$ cat config.mk
export PLATFORM = sky130hd
export DESIGN_NAME = sinxro_timing_gen_flat
export DESIGN_NICKNAME = d
export VERILOG_FILES = /design/src/rtl/sinxro_timing_gen_if.sv /design/src/rtl/sinxro_timing_gen.sv /design/src/flat_wrapper.sv
export SDC_FILE = /design/constraint.sdc
export NUM_CORES = 1
export LEC_CHECK = 0
export BUFFER_PORTS_ARGS = -buffer_cell sky130_fd_sc_hd__buf_2
export CORE_MARGIN = 5
export CORE_UTILIZATION = 53
export DETAILED_ROUTE_END_ITERATION = 8
export GPL_TIMING_DRIVEN = 1
export PLACE_DENSITY = 0.83
export SLEW_MARGIN = 30
export SYNTH_ARGS = -nofsm -noshare
export SYNTH_HDL_FRONTEND = slang
export SYNTH_SLANG_ARGS = --single-unit
$ cat constraint.sdc
create_clock -name frc_in -period 3.15 [get_ports frc_in]
set_clock_uncertainty 0.1 [all_clocks]
set_input_delay 0.315 -clock frc_in [delete_from_list [all_inputs] [get_ports frc_in]]
set_output_delay 0.315 -clock frc_in [all_outputs]
set_load 0.05 [all_outputs]
$ cat src/rtl/sinxro_timing_gen_if.sv
// Bundle between the sync/timing generator and the acquisition controller.
// Ports (from the generator's point of view, modport slave):
//   trig, counter_f_go                     in   frame trigger level, F machinery enable
//   m, mtr_clk                             out  one-hot mux phases, matrix clock
//   f, rd_n, clk_bufer, write_bufer        out  one-hot frame phases, strobes
//   write_too_mem                          out  memory write window
//   group_idx, board_idx, chenge_adres     out  indexing and address-change flag
//   busy, frame_done                       out  frame status
interface sinxro_timing_gen_if #(
    parameter int M_PHASES = 4,
    parameter int F_PHASES = 6,
    parameter int N_GROUP  = 3,
    parameter int N_BOARD  = 6
);
    localparam int GW = (N_GROUP > 1) ? $clog2(N_GROUP) : 1;
    localparam int BW = (N_BOARD > 1) ? $clog2(N_BOARD) : 1;

    logic                trig;
    logic                counter_f_go;
    logic [M_PHASES-1:0] m;
    logic                mtr_clk;
    logic [F_PHASES-1:0] f;
    logic                rd_n;
    logic                clk_bufer;
    logic                write_bufer;
    logic                write_too_mem;
    logic [GW-1:0]       group_idx;
    logic [BW-1:0]       board_idx;
    logic                chenge_adres;
    logic                busy;
    logic                frame_done;

    modport master (
        output trig, counter_f_go,
        input  m, mtr_clk, f, rd_n, clk_bufer, write_bufer, write_too_mem,
        input  group_idx, board_idx, chenge_adres, busy, frame_done
    );

    modport slave (
        input  trig, counter_f_go,
        output m, mtr_clk, f, rd_n, clk_bufer, write_bufer, write_too_mem,
        output group_idx, board_idx, chenge_adres, busy, frame_done
    );
endinterface

$ cat src/rtl/sinxro_timing_gen.sv
// Sync/timing generator: free-running one-hot mux phases with a matrix clock,
// one-hot frame phases with read/buffer strobes, a memory write window and
// board/group indexing, restarted by a rising trigger. Everything runs on
// frc_in and advances only on an internal clock-enable tick every DIV cycles.
// ONESHOT=1 stops after N_BOARD boards until the next trigger rise.
// Ports:
//   frc_in    in   clock
//   res_hard  in   synchronous active-high reset
//   bus       slave side of sinxro_timing_gen_if (trigger/enable in, phases,
//             strobes, indices and frame status out; all outputs registered)
module sinxro_timing_gen #(
    parameter int DIV      = 6,
    parameter int M_PHASES = 4,
    parameter int M_PERIOD = 9,
    parameter int F_PHASES = 6,
    parameter int SUB_LEN  = 8,
    parameter int WTM_ON   = 3,
    parameter int WTM_OFF  = 6,
    parameter int N_GROUP  = 3,
    parameter int N_BOARD  = 6,
    parameter int ONESHOT  = 0
) (
    input  logic              frc_in,
    input  logic              res_hard,
    sinxro_timing_gen_if.slave bus
);
    localparam int F_PERIOD = 2 * F_PHASES;
    localparam int DW = $clog2(DIV);
    localparam int MW = $clog2(M_PERIOD);
    localparam int FW = $clog2(F_PERIOD);
    localparam int SW = (SUB_LEN > 1) ? $clog2(SUB_LEN) : 1;
    localparam int GW = (N_GROUP > 1) ? $clog2(N_GROUP) : 1;
    localparam int BW = (N_BOARD > 1) ? $clog2(N_BOARD) : 1;
    localparam bit ONE_SHOT_MODE = (ONESHOT != 0);

    logic [DW-1:0]       div_cnt_r;
    logic [MW-1:0]       m_cnt_r;
    logic [M_PHASES-1:0] m_r;
    logic                mtr_clk_r;
    logic                trig_d_r;
    logic [FW-1:0]       f_cnt_r;
    logic [SW-1:0]       sub_r;
    logic [GW-1:0]       group_r;
    logic [BW-1:0]       board_r;
    logic [F_PHASES-1:0] f_r;
    logic                rd_n_r, clk_bufer_r, write_bufer_r, wtm_r;
    logic                chenge_r, busy_r, frame_done_r, seen_trig_r;

    logic                tick_s, trig_rise_s, m_wrap_s;
    logic [MW-1:0]       m_cnt_nx_s;
    logic [M_PHASES-1:0] m_nx_s;
    logic [FW-1:0]       f_inc_s, f_cnt_nx_s;
    logic [SW-1:0]       sub_inc_s, sub_nx_s;
    logic [GW-1:0]       group_inc_s, group_nx_s;
    logic [BW-1:0]       board_inc_s, board_nx_s;
    logic                f_wrap_s, sub_wrap_s, board_last_s, live_s;
    logic [F_PHASES-1:0] f_nx_s;
    logic                wtm_nx_s, busy_nx_s, done_nx_s, seen_nx_s;

    // Tick enable, trigger edge and the free-running mux phase counter.
    always_comb begin
        tick_s      = (div_cnt_r == DW'(DIV - 1));
        trig_rise_s = bus.trig & ~trig_d_r;
        m_wrap_s    = (m_cnt_r == MW'(M_PERIOD - 1));
        m_cnt_nx_s  = m_wrap_s ? MW'(0) : m_cnt_r + MW'(1);
        for (int k = 0; k < M_PHASES; k++) begin
            m_nx_s[k] = (m_cnt_nx_s == MW'(2 * k));
        end
    end

    // Frame machinery next state; priority GO=0 > trigger rise > stopped > advance.
    always_comb begin
        f_wrap_s     = (f_cnt_r == FW'(F_PERIOD - 1));
        f_inc_s      = f_wrap_s ? FW'(0) : f_cnt_r + FW'(1);
        sub_wrap_s   = (sub_r == SW'(SUB_LEN - 1));
        sub_inc_s    = sub_wrap_s ? SW'(0) : sub_r + SW'(1);
        if (sub_wrap_s) begin
            group_inc_s = (group_r == GW'(N_GROUP - 1)) ? GW'(0) : group_r + GW'(1);
        end else begin
            group_inc_s = group_r;
        end
        if (f_wrap_s) begin
            board_inc_s = (board_r == BW'(N_BOARD - 1)) ? BW'(0) : board_r + BW'(1);
        end else begin
            board_inc_s = board_r;
        end
        board_last_s = f_wrap_s && (board_r == BW'(N_BOARD - 1));

        f_cnt_nx_s = f_cnt_r;
        sub_nx_s   = sub_r;
        group_nx_s = group_r;
        board_nx_s = board_r;
        live_s     = 1'b0;
        wtm_nx_s   = 1'b0;
        busy_nx_s  = busy_r;
        done_nx_s  = 1'b0;
        seen_nx_s  = seen_trig_r;

        if (!bus.counter_f_go) begin
            f_cnt_nx_s = FW'(0);
            sub_nx_s   = SW'(0);
            group_nx_s = GW'(0);
            board_nx_s = BW'(0);
            busy_nx_s  = 1'b0;
        end else if (trig_rise_s) begin
            f_cnt_nx_s = FW'(0);
            sub_nx_s   = SW'(0);
            group_nx_s = GW'(0);
            board_nx_s = BW'(0);
            busy_nx_s  = 1'b1;
            seen_nx_s  = 1'b1;
            live_s     = 1'b1;
        end else if (ONE_SHOT_MODE && !busy_r) begin
            // Stopped after a completed one-shot frame: hold, strobes idle.
            live_s = 1'b0;
        end else begin
            f_cnt_nx_s = f_inc_s;
            sub_nx_s   = sub_inc_s;
            group_nx_s = group_inc_s;
            board_nx_s = board_inc_s;
            live_s     = 1'b1;
            if (sub_inc_s == SW'(WTM_ON)) begin
                wtm_nx_s = 1'b1;
            end else if (sub_inc_s == SW'(WTM_OFF)) begin
                wtm_nx_s = 1'b0;
            end else begin
                wtm_nx_s = wtm_r;
            end
            if (board_last_s) begin
                done_nx_s = 1'b1;
                if (ONE_SHOT_MODE) begin
                    busy_nx_s  = 1'b0;
                    live_s     = 1'b0;
                    f_cnt_nx_s = FW'(0);
                    sub_nx_s   = SW'(0);
                    wtm_nx_s   = 1'b0;
                end else begin
                    busy_nx_s = seen_trig_r;
                end
            end else begin
                busy_nx_s = ONE_SHOT_MODE ? 1'b1 : seen_trig_r;
            end
        end

        for (int k = 0; k < F_PHASES; k++) begin
            f_nx_s[k] = live_s && (f_cnt_nx_s == FW'(2 * k));
        end
    end

    // State and registered outputs; everything updates only on tick.
    always_ff @(posedge frc_in) begin
        if (res_hard) begin
            div_cnt_r     <= DW'(0);
            m_cnt_r       <= MW'(0);
            m_r           <= {M_PHASES{1'b0}};
            mtr_clk_r     <= 1'b1;
            trig_d_r      <= 1'b0;
            f_cnt_r       <= FW'(0);
            sub_r         <= SW'(0);
            group_r       <= GW'(0);
            board_r       <= BW'(0);
            f_r           <= {F_PHASES{1'b0}};
            rd_n_r        <= 1'b1;
            clk_bufer_r   <= 1'b0;
            write_bufer_r <= 1'b0;
            wtm_r         <= 1'b0;
            chenge_r      <= 1'b0;
            busy_r        <= 1'b0;
            frame_done_r  <= 1'b0;
            seen_trig_r   <= 1'b0;
        end else begin
            div_cnt_r <= tick_s ? DW'(0) : div_cnt_r + DW'(1);
            if (tick_s) begin
                m_cnt_r <= m_cnt_nx_s;
                m_r     <= m_nx_s;
                if (m_wrap_s) begin
                    mtr_clk_r <= ~mtr_clk_r;
                end
                trig_d_r      <= bus.trig;
                f_cnt_r       <= f_cnt_nx_s;
                sub_r         <= sub_nx_s;
                group_r       <= group_nx_s;
                board_r       <= board_nx_s;
                f_r           <= f_nx_s;
                rd_n_r        <= ~(live_s && (f_cnt_nx_s[1:0] == 2'd3));
                clk_bufer_r   <= live_s && (f_cnt_nx_s[1:0] == 2'd2);
                write_bufer_r <= live_s && (sub_nx_s == SW'(SUB_LEN - 1));
                wtm_r         <= wtm_nx_s;
                chenge_r      <= ({board_nx_s, group_nx_s} != {board_r, group_r});
                busy_r        <= busy_nx_s;
                frame_done_r  <= done_nx_s;
                seen_trig_r   <= seen_nx_s;
            end
        end
    end

    assign bus.m             = m_r;
    assign bus.mtr_clk       = mtr_clk_r;
    assign bus.f             = f_r;
    assign bus.rd_n          = rd_n_r;
    assign bus.clk_bufer     = clk_bufer_r;
    assign bus.write_bufer   = write_bufer_r;
    assign bus.write_too_mem = wtm_r;
    assign bus.group_idx     = group_r;
    assign bus.board_idx     = board_r;
    assign bus.chenge_adres  = chenge_r;
    assign bus.busy          = busy_r;
    assign bus.frame_done    = frame_done_r;
endmodule

$ cat src/flat_wrapper.sv
// flat-port wrapper written by rule: the top's interface ports become plain ports
module sinxro_timing_gen_flat 
#(
    parameter int DIV      = 6,
    parameter int M_PHASES = 4,
    parameter int M_PERIOD = 9,
    parameter int F_PHASES = 6,
    parameter int SUB_LEN  = 8,
    parameter int WTM_ON   = 3,
    parameter int WTM_OFF  = 6,
    parameter int N_GROUP  = 3,
    parameter int N_BOARD  = 6,
    parameter int ONESHOT  = 0
)
  (frc_in, res_hard, bus_trig, bus_counter_f_go, bus_m, bus_mtr_clk, bus_f, bus_rd_n, bus_clk_bufer, bus_write_bufer, bus_write_too_mem, bus_group_idx, bus_board_idx, bus_chenge_adres, bus_busy, bus_frame_done);
  sinxro_timing_gen_if #(.M_PHASES(M_PHASES), .F_PHASES(F_PHASES), .N_GROUP(N_GROUP), .N_BOARD(N_BOARD)) bus_i ();
  input  logic frc_in;
  input  logic res_hard;
  input wire logic [$bits(bus_i.trig)-1:0] bus_trig;
  input wire logic [$bits(bus_i.counter_f_go)-1:0] bus_counter_f_go;
  output wire logic [$bits(bus_i.m)-1:0] bus_m;
  output wire logic [$bits(bus_i.mtr_clk)-1:0] bus_mtr_clk;
  output wire logic [$bits(bus_i.f)-1:0] bus_f;
  output wire logic [$bits(bus_i.rd_n)-1:0] bus_rd_n;
  output wire logic [$bits(bus_i.clk_bufer)-1:0] bus_clk_bufer;
  output wire logic [$bits(bus_i.write_bufer)-1:0] bus_write_bufer;
  output wire logic [$bits(bus_i.write_too_mem)-1:0] bus_write_too_mem;
  output wire logic [$bits(bus_i.group_idx)-1:0] bus_group_idx;
  output wire logic [$bits(bus_i.board_idx)-1:0] bus_board_idx;
  output wire logic [$bits(bus_i.chenge_adres)-1:0] bus_chenge_adres;
  output wire logic [$bits(bus_i.busy)-1:0] bus_busy;
  output wire logic [$bits(bus_i.frame_done)-1:0] bus_frame_done;
  assign bus_i.trig = bus_trig;
  assign bus_i.counter_f_go = bus_counter_f_go;
  assign bus_m = bus_i.m;
  assign bus_mtr_clk = bus_i.mtr_clk;
  assign bus_f = bus_i.f;
  assign bus_rd_n = bus_i.rd_n;
  assign bus_clk_bufer = bus_i.clk_bufer;
  assign bus_write_bufer = bus_i.write_bufer;
  assign bus_write_too_mem = bus_i.write_too_mem;
  assign bus_group_idx = bus_i.group_idx;
  assign bus_board_idx = bus_i.board_idx;
  assign bus_chenge_adres = bus_i.chenge_adres;
  assign bus_busy = bus_i.busy;
  assign bus_frame_done = bus_i.frame_done;
  sinxro_timing_gen #(.DIV(DIV), .M_PHASES(M_PHASES), .M_PERIOD(M_PERIOD), .F_PHASES(F_PHASES), .SUB_LEN(SUB_LEN), .WTM_ON(WTM_ON), .WTM_OFF(WTM_OFF), .N_GROUP(N_GROUP), .N_BOARD(N_BOARD), .ONESHOT(ONESHOT)) u_core (.frc_in(frc_in), .res_hard(res_hard), .bus(bus_i));
endmodule
Word level (Yosys, flattened, before mapping)
Index checks and enable logic that the tools add are counted.
{"block": "op_classes", "add_sub_neg": 6, "n_eq_ne": 21, "bitwise_logic": 4, "reduce_logical": 16, "muxes": 25}
{"operator": "$mux 3", "n": 7}
{"operator": "$eq 4x3->1 const B", "n": 4}
{"operator": "$eq 4x4->1 const B", "n": 4}
{"operator": "$mux 4", "n": 4}
{"operator": "$eq 3x3->1 const B", "n": 5}
{"operator": "$logic_and 1x1->1", "n": 10}
{"operator": "$mux 1", "n": 10}
{"operator": "$add 3x1->3 const B", "n": 3}
{"operator": "$add 4x1->4 const B", "n": 2}
{"operator": "$eq 4x2->1 const B", "n": 2}
{"operator": "$logic_not 4->1", "n": 2}
{"operator": "$mux 2", "n": 4}
{"operator": "$eq 2x2->1 const B", "n": 3}
{"operator": "$reduce_and 2->1", "n": 3}
{"operator": "$ne 5x5->1", "n": 1}
{"operator": "$ne 4x1->1 const B", "n": 1}
{"operator": "$eq 3x2->1 const B", "n": 1}
{"operator": "$not 1->1", "n": 3}
{"operator": "$add 2x1->2 const B", "n": 1}
{"operator": "$reduce_or 2->1", "n": 1}
{"operator": "$and 1x1->1", "n": 1}
{"block": "totals", "register_bits": 39, "input_bits": 4}

Depth between registers and ports, before layout
{"block": "depth", "depth_word": 7, "mapped_depth": 8, "ltp_nobuf": 6}

Worst setup path after synthesis
No wires, ideal clock.
{"block": "synth_timing", "kind": "reg2reg", "startpoint": "reg u_core.f_cnt_r[0]", "endpoint": "reg u_core.frame_done_r (netlist: u_core.bus.frame_done)", "path_stages_with_launch": 6, "slack_ps": 1456, "n_path_buf": 0, "arrival_time_ps": 1523, "synth_period_minus_slack_ps": 1694, "path_cell_list": "dfxtp_1 ha_1 and3b_2 nand3_1 or4_1 a21oi_1"}
{"block": "synth_between", "elab_chain_cells": 5}
{"item": "from (decl)", "line_no": "sinxro_timing_gen.sv:41", "source": "logic [FW-1:0] f_cnt_r;"}
{"item": "from (signal assigned)", "line_no": "sinxro_timing_gen.sv:180", "source": "f_cnt_r <= f_cnt_nx_s;"}
{"item": "$eq 4x4->1", "line_no": "sinxro_timing_gen.sv:73", "source": "f_wrap_s = (f_cnt_r == FW'(F_PERIOD - 1));"}
{"item": "$logic_and 1x1->1", "line_no": "sinxro_timing_gen.sv:87", "source": "board_last_s = f_wrap_s && (board_r == BW'(N_BOARD - 1));"}
{"item": "$mux 1", "line_no": "sinxro_timing_gen.sv:129", "source": "if (board_last_s) begin"}
{"item": "$mux 1", "line_no": "sinxro_timing_gen.sv:105", "source": "end else if (trig_rise_s) begin"}
{"item": "$mux 1", "line_no": "sinxro_timing_gen.sv:99", "source": "if (!bus.counter_f_go) begin"}
{"item": "to (signal assigned)", "line_no": "sinxro_timing_gen.sv:191", "source": "frame_done_r <= done_nx_s;"}
{"item": "to (decl)", "line_no": "sinxro_timing_gen.sv:47", "source": "logic chenge_r, busy_r, frame_done_r, seen_trig_r;"}
No other way between the ends.
A chain may end at the register's enable or synchronous reset.

Worst setup path in the final report
{"block": "layout_timing", "startpoint": "reg u_core.div_cnt_r[0]", "endpoint": "reg u_core.write_bufer_r (netlist: u_core.bus.write_bufer)"}
{"block": "layout_between", "elab_chain_cells": 1}
{"item": "from (decl)", "line_no": "sinxro_timing_gen.sv:36", "source": "logic [DW-1:0] div_cnt_r;"}
{"item": "from (signal assigned)", "line_no": "sinxro_timing_gen.sv:172", "source": "div_cnt_r <= tick_s ? DW'(0) : div_cnt_r + DW'(1);"}
{"item": "$eq 3x3->1", "line_no": "sinxro_timing_gen.sv:62", "source": "tick_s = (div_cnt_r == DW'(DIV - 1));"}
{"item": "to (signal assigned)", "line_no": "sinxro_timing_gen.sv:187", "source": "write_bufer_r <= live_s && (sub_nx_s == SW'(SUB_LEN - 1));"}
{"item": "to (decl)", "line_no": "sinxro_timing_gen.sv:46", "source": "logic rd_n_r, clk_bufer_r, write_bufer_r, wtm_r;"}
No other way between the ends.

==> results.ini <==
[synthesis]
syn_area_mm2 = 0.00187
avgSynthCellArea_um2 = 8.27
ys_async_sr_fraction = 0
postSynthNetCount = 238
syn_inst = 226
seq_area_frac_synth = 0.418
synth.distinct_cells = 51
ys.flop_type = dfxtp_1
synth-edff-count = 0
yosysWarnings = 0
synth_seq_cells = 39

[global_route]
grt_pass1_vias = 1544
grt_pass1_wl_um = 6920
grt_max_degree = 30
overflow = 0
grt_util_all_layers = 0.172
grt_antenna_before_repair = 0

[floorplanning]
coreArea_mm2 = 0.00336
die_x_um = 69.4
rows = 21
initial_core_util = 0.556
die_h_um = 69.4
ios = 27
die_area_mm2 = 0.00481

[sta]
fin_ws_ns = 1.10
fin_crit_sh = 0.650
hold_violations = 0
final-setup-viol-count = 0
fin_tns_setup_ns = 0
finalMaxSlewViolations = 0
slew_headroom = 0.373
period_needed_ns = 2.05
tightest_slew_ns = 0.938
whs_ns = 0.130
rsz0062_at_grt = no
fmax_mhz = 489

[placement]
hpwl_um = 2810
pre_cts_slack_ns = 1.12
dpl-instance-area_mm2 = 0.00200
io_buffers = 26
gp_congestion = 0.834

[finish]
design_area_mm2 = 0.00205
drive_gt1_frac = 0.154
nets = 258
area_growth_pct = 9.64
n_antenna_cell = 0
nFillCells = 335
seq_area_um2 = 781
multi_input_area_um2 = 986

[route]
wl_met1_um = 1940
via_per_inst = 5.63
first_pass_iters = 4
wl_met2_um = 1810
wl_met3_um = 247
via_count = 1650
drc = 0
ant_nets = 0
drt-initial-drc-count = 115
routed_wl_um = 4040
post_drt_wl_per_cell_um = 13.8
top_layer = met4

[clocking]
cts_made_buffers = 5
h-tree-depth = 2
worstSkewPairLatency_ns = 0.35
post_cts_buffers = 0
cts_tree = done
ctsHoldBuffers = 0
clock_sinks = 39
clk_pin_slew_worst_paths_ns = 0.12
ctsResizeCount = 0
clockBufferDepth = 2
clock-root-buffer = clkbuf_4

[worst_setup_path]
rr_endpoint = u_core.bus.write_bufer
cp-startpoint = u_core.div_cnt_r[0]
crit_fanout = 13
worstSetupPathType = flip-flop to flip-flop
r2r_start = u_core.div_cnt_r[0]
crit_path_end = u_core.bus.write_bufer
worstSetupEndpointType = flip-flop
critPathRequiredTime_ns = 3.34
arrival_ns = 2.24
reg2reg_slack_ns = 1.10
worstRegToRegCells = 5
worst_setup_path_start_kind = flip-flop

[run]
drv_cap = 0

[hold_path]
min_path_type = primary input to flip-flop

[run_status]
status = complete, no violations

[pwr]
power_density_mw_per_mm2 = 392
leakagePower_nw = 0.817
peakVddDrop_mv = 0.202

## cell families (layout without fill, tap and decap cells)
family                     after synthesis  in the layout  share of synthesized area
and+or+nand+nor                         93             93                      0.257
AOI/OAI and AO/OA                       57             57                      0.192
muxes                                    2              2                     0.0107
DFF                                     39             39                      0.418
adders and majority gates                8              8                     0.0535
xor gates and xnor gates                 3              3                     0.0141
buffers and inverters                   24             45                     0.0549
## layer usage
metal / GRT usage / vias up
met5: 0 / -
met2: 0.265 / 42
met1: 0.218 / 755
met3: 0.0623 / 5
met4: 0.0694 / 0
li1: - / 848
## flip-flops by register name, indices dropped and copies added, names as in the netlist
signal                    cells
u_core.bus.rd_n               1
u_core.bus.f                  6
u_core.m_cnt_r                4
u_core.bus.mtr_clk            1
u_core.bus.chenge_adres       1
u_core.bus.board_idx          3
u_core.bus.clk_bufer          1
u_core.bus.group_idx          2
u_core.seen_trig_r            1
u_core.div_cnt_r              3
u_core.bus.frame_done         1
u_core.bus.m                  4
u_core.bus.write_too_mem      1
u_core.f_cnt_r                4
u_core.trig_d_r               1
u_core.sub_r                  3
u_core.bus.write_bufer        1
u_core.bus.busy               1
## synth_stat cells (2+ instances only)
cell | number | share of area
nand2_1 | 31 | 0.062
or4_1 | 3 | 0.012
and3_1 | 3 | 0.010
dfxtp_1 | 39 | 0.42
and2_1 | 2 | 0.0067
nor2b_1 | 2 | 0.0067
a21oi_1 | 23 | 0.062
xnor2_1 | 2 | 0.0094
a32o_1 | 2 | 0.011
clkbuf_1 | 11 | 0.022
ha_1 | 8 | 0.054
nand4_1 | 3 | 0.010
mux2i_1 | 2 | 0.011
o21ai_1 | 6 | 0.016
or3_1 | 4 | 0.013
a31oi_1 | 2 | 0.0067
nor3_1 | 9 | 0.024
inv_1 | 9 | 0.018
nor2_1 | 12 | 0.024
nand3_1 | 11 | 0.029
o31ai_1 | 3 | 0.012
o21ai_0 | 7 | 0.019
nand2b_1 | 3 | 0.010
o41ai_1 | 2 | 0.0094
## how the worst min path moves through the flow
stage                       startpoint                 end  cells past startpoint
floorplan           u_core.seen_trig_r  u_core.seen_trig_r                      2
global placement       u_core.bus.f[5]     u_core.bus.f[5]                      2
detailed placement     u_core.bus.f[5]     u_core.bus.f[5]                      2
CTS                           bus_trig     u_core.trig_d_r                      3
global route                  bus_trig     u_core.trig_d_r                      3
finish                        bus_trig     u_core.trig_d_r                      3
## placed cells by master, fill, tap and decap left out, drive strengths merged, types with 2 or more instances in the layout
master and instances:
and3 4, buf 27, xnor2 2, nand2b 3
clkbuf 7, nor2b 2, and3b 2, inv 10
nand4 3, o41ai 3, or3 5, o31ai 3
ha 8, nor2 12, mux2i 2, or4 3
a31oi 2, nand2 31, and2 2, dfxtp 39
a32o 2, nor3 9, nand3 11, o21ai 13
a21oi 23
## metrics by stage
stage,cells,power (mW),utilization
2_1_floorplan,226,0.553,-
3_3_place_gp,285,0.566,0.594
3_5_place_dp,285,0.568,0.594
4_1_cts,293,0.815,0.609
5_1_grt,293,0.839,0.609
6_report,293,0.804,0.609
## report_power, final
group	switching (mW)	internal [mW]
combinational	0.0386	0.0136
clock	0.161	0.0871
sequential	0.00502	0.499
total	0.204	0.600
## worst max-delay path, stage by stage, from the launching register on
cell and delay [ns]:
dfxtp_1 0.37, ha_1 0.19, and2_1 0.42, nand3_1 0.26
or4_1 0.52, a21oi_1 0.14
## area by class of cell
class,instances,share of cell area
Tap cell,46,0.0281
Inverter,10,0.0183
Multi-Input combinational cell,163,0.481
Sequential cell,39,0.381
Clock inverter,1,0.00244
Clock buffer,7,0.0220
Timing Repair Buffer,27,0.0672
(Power assumes the default switching activity.)
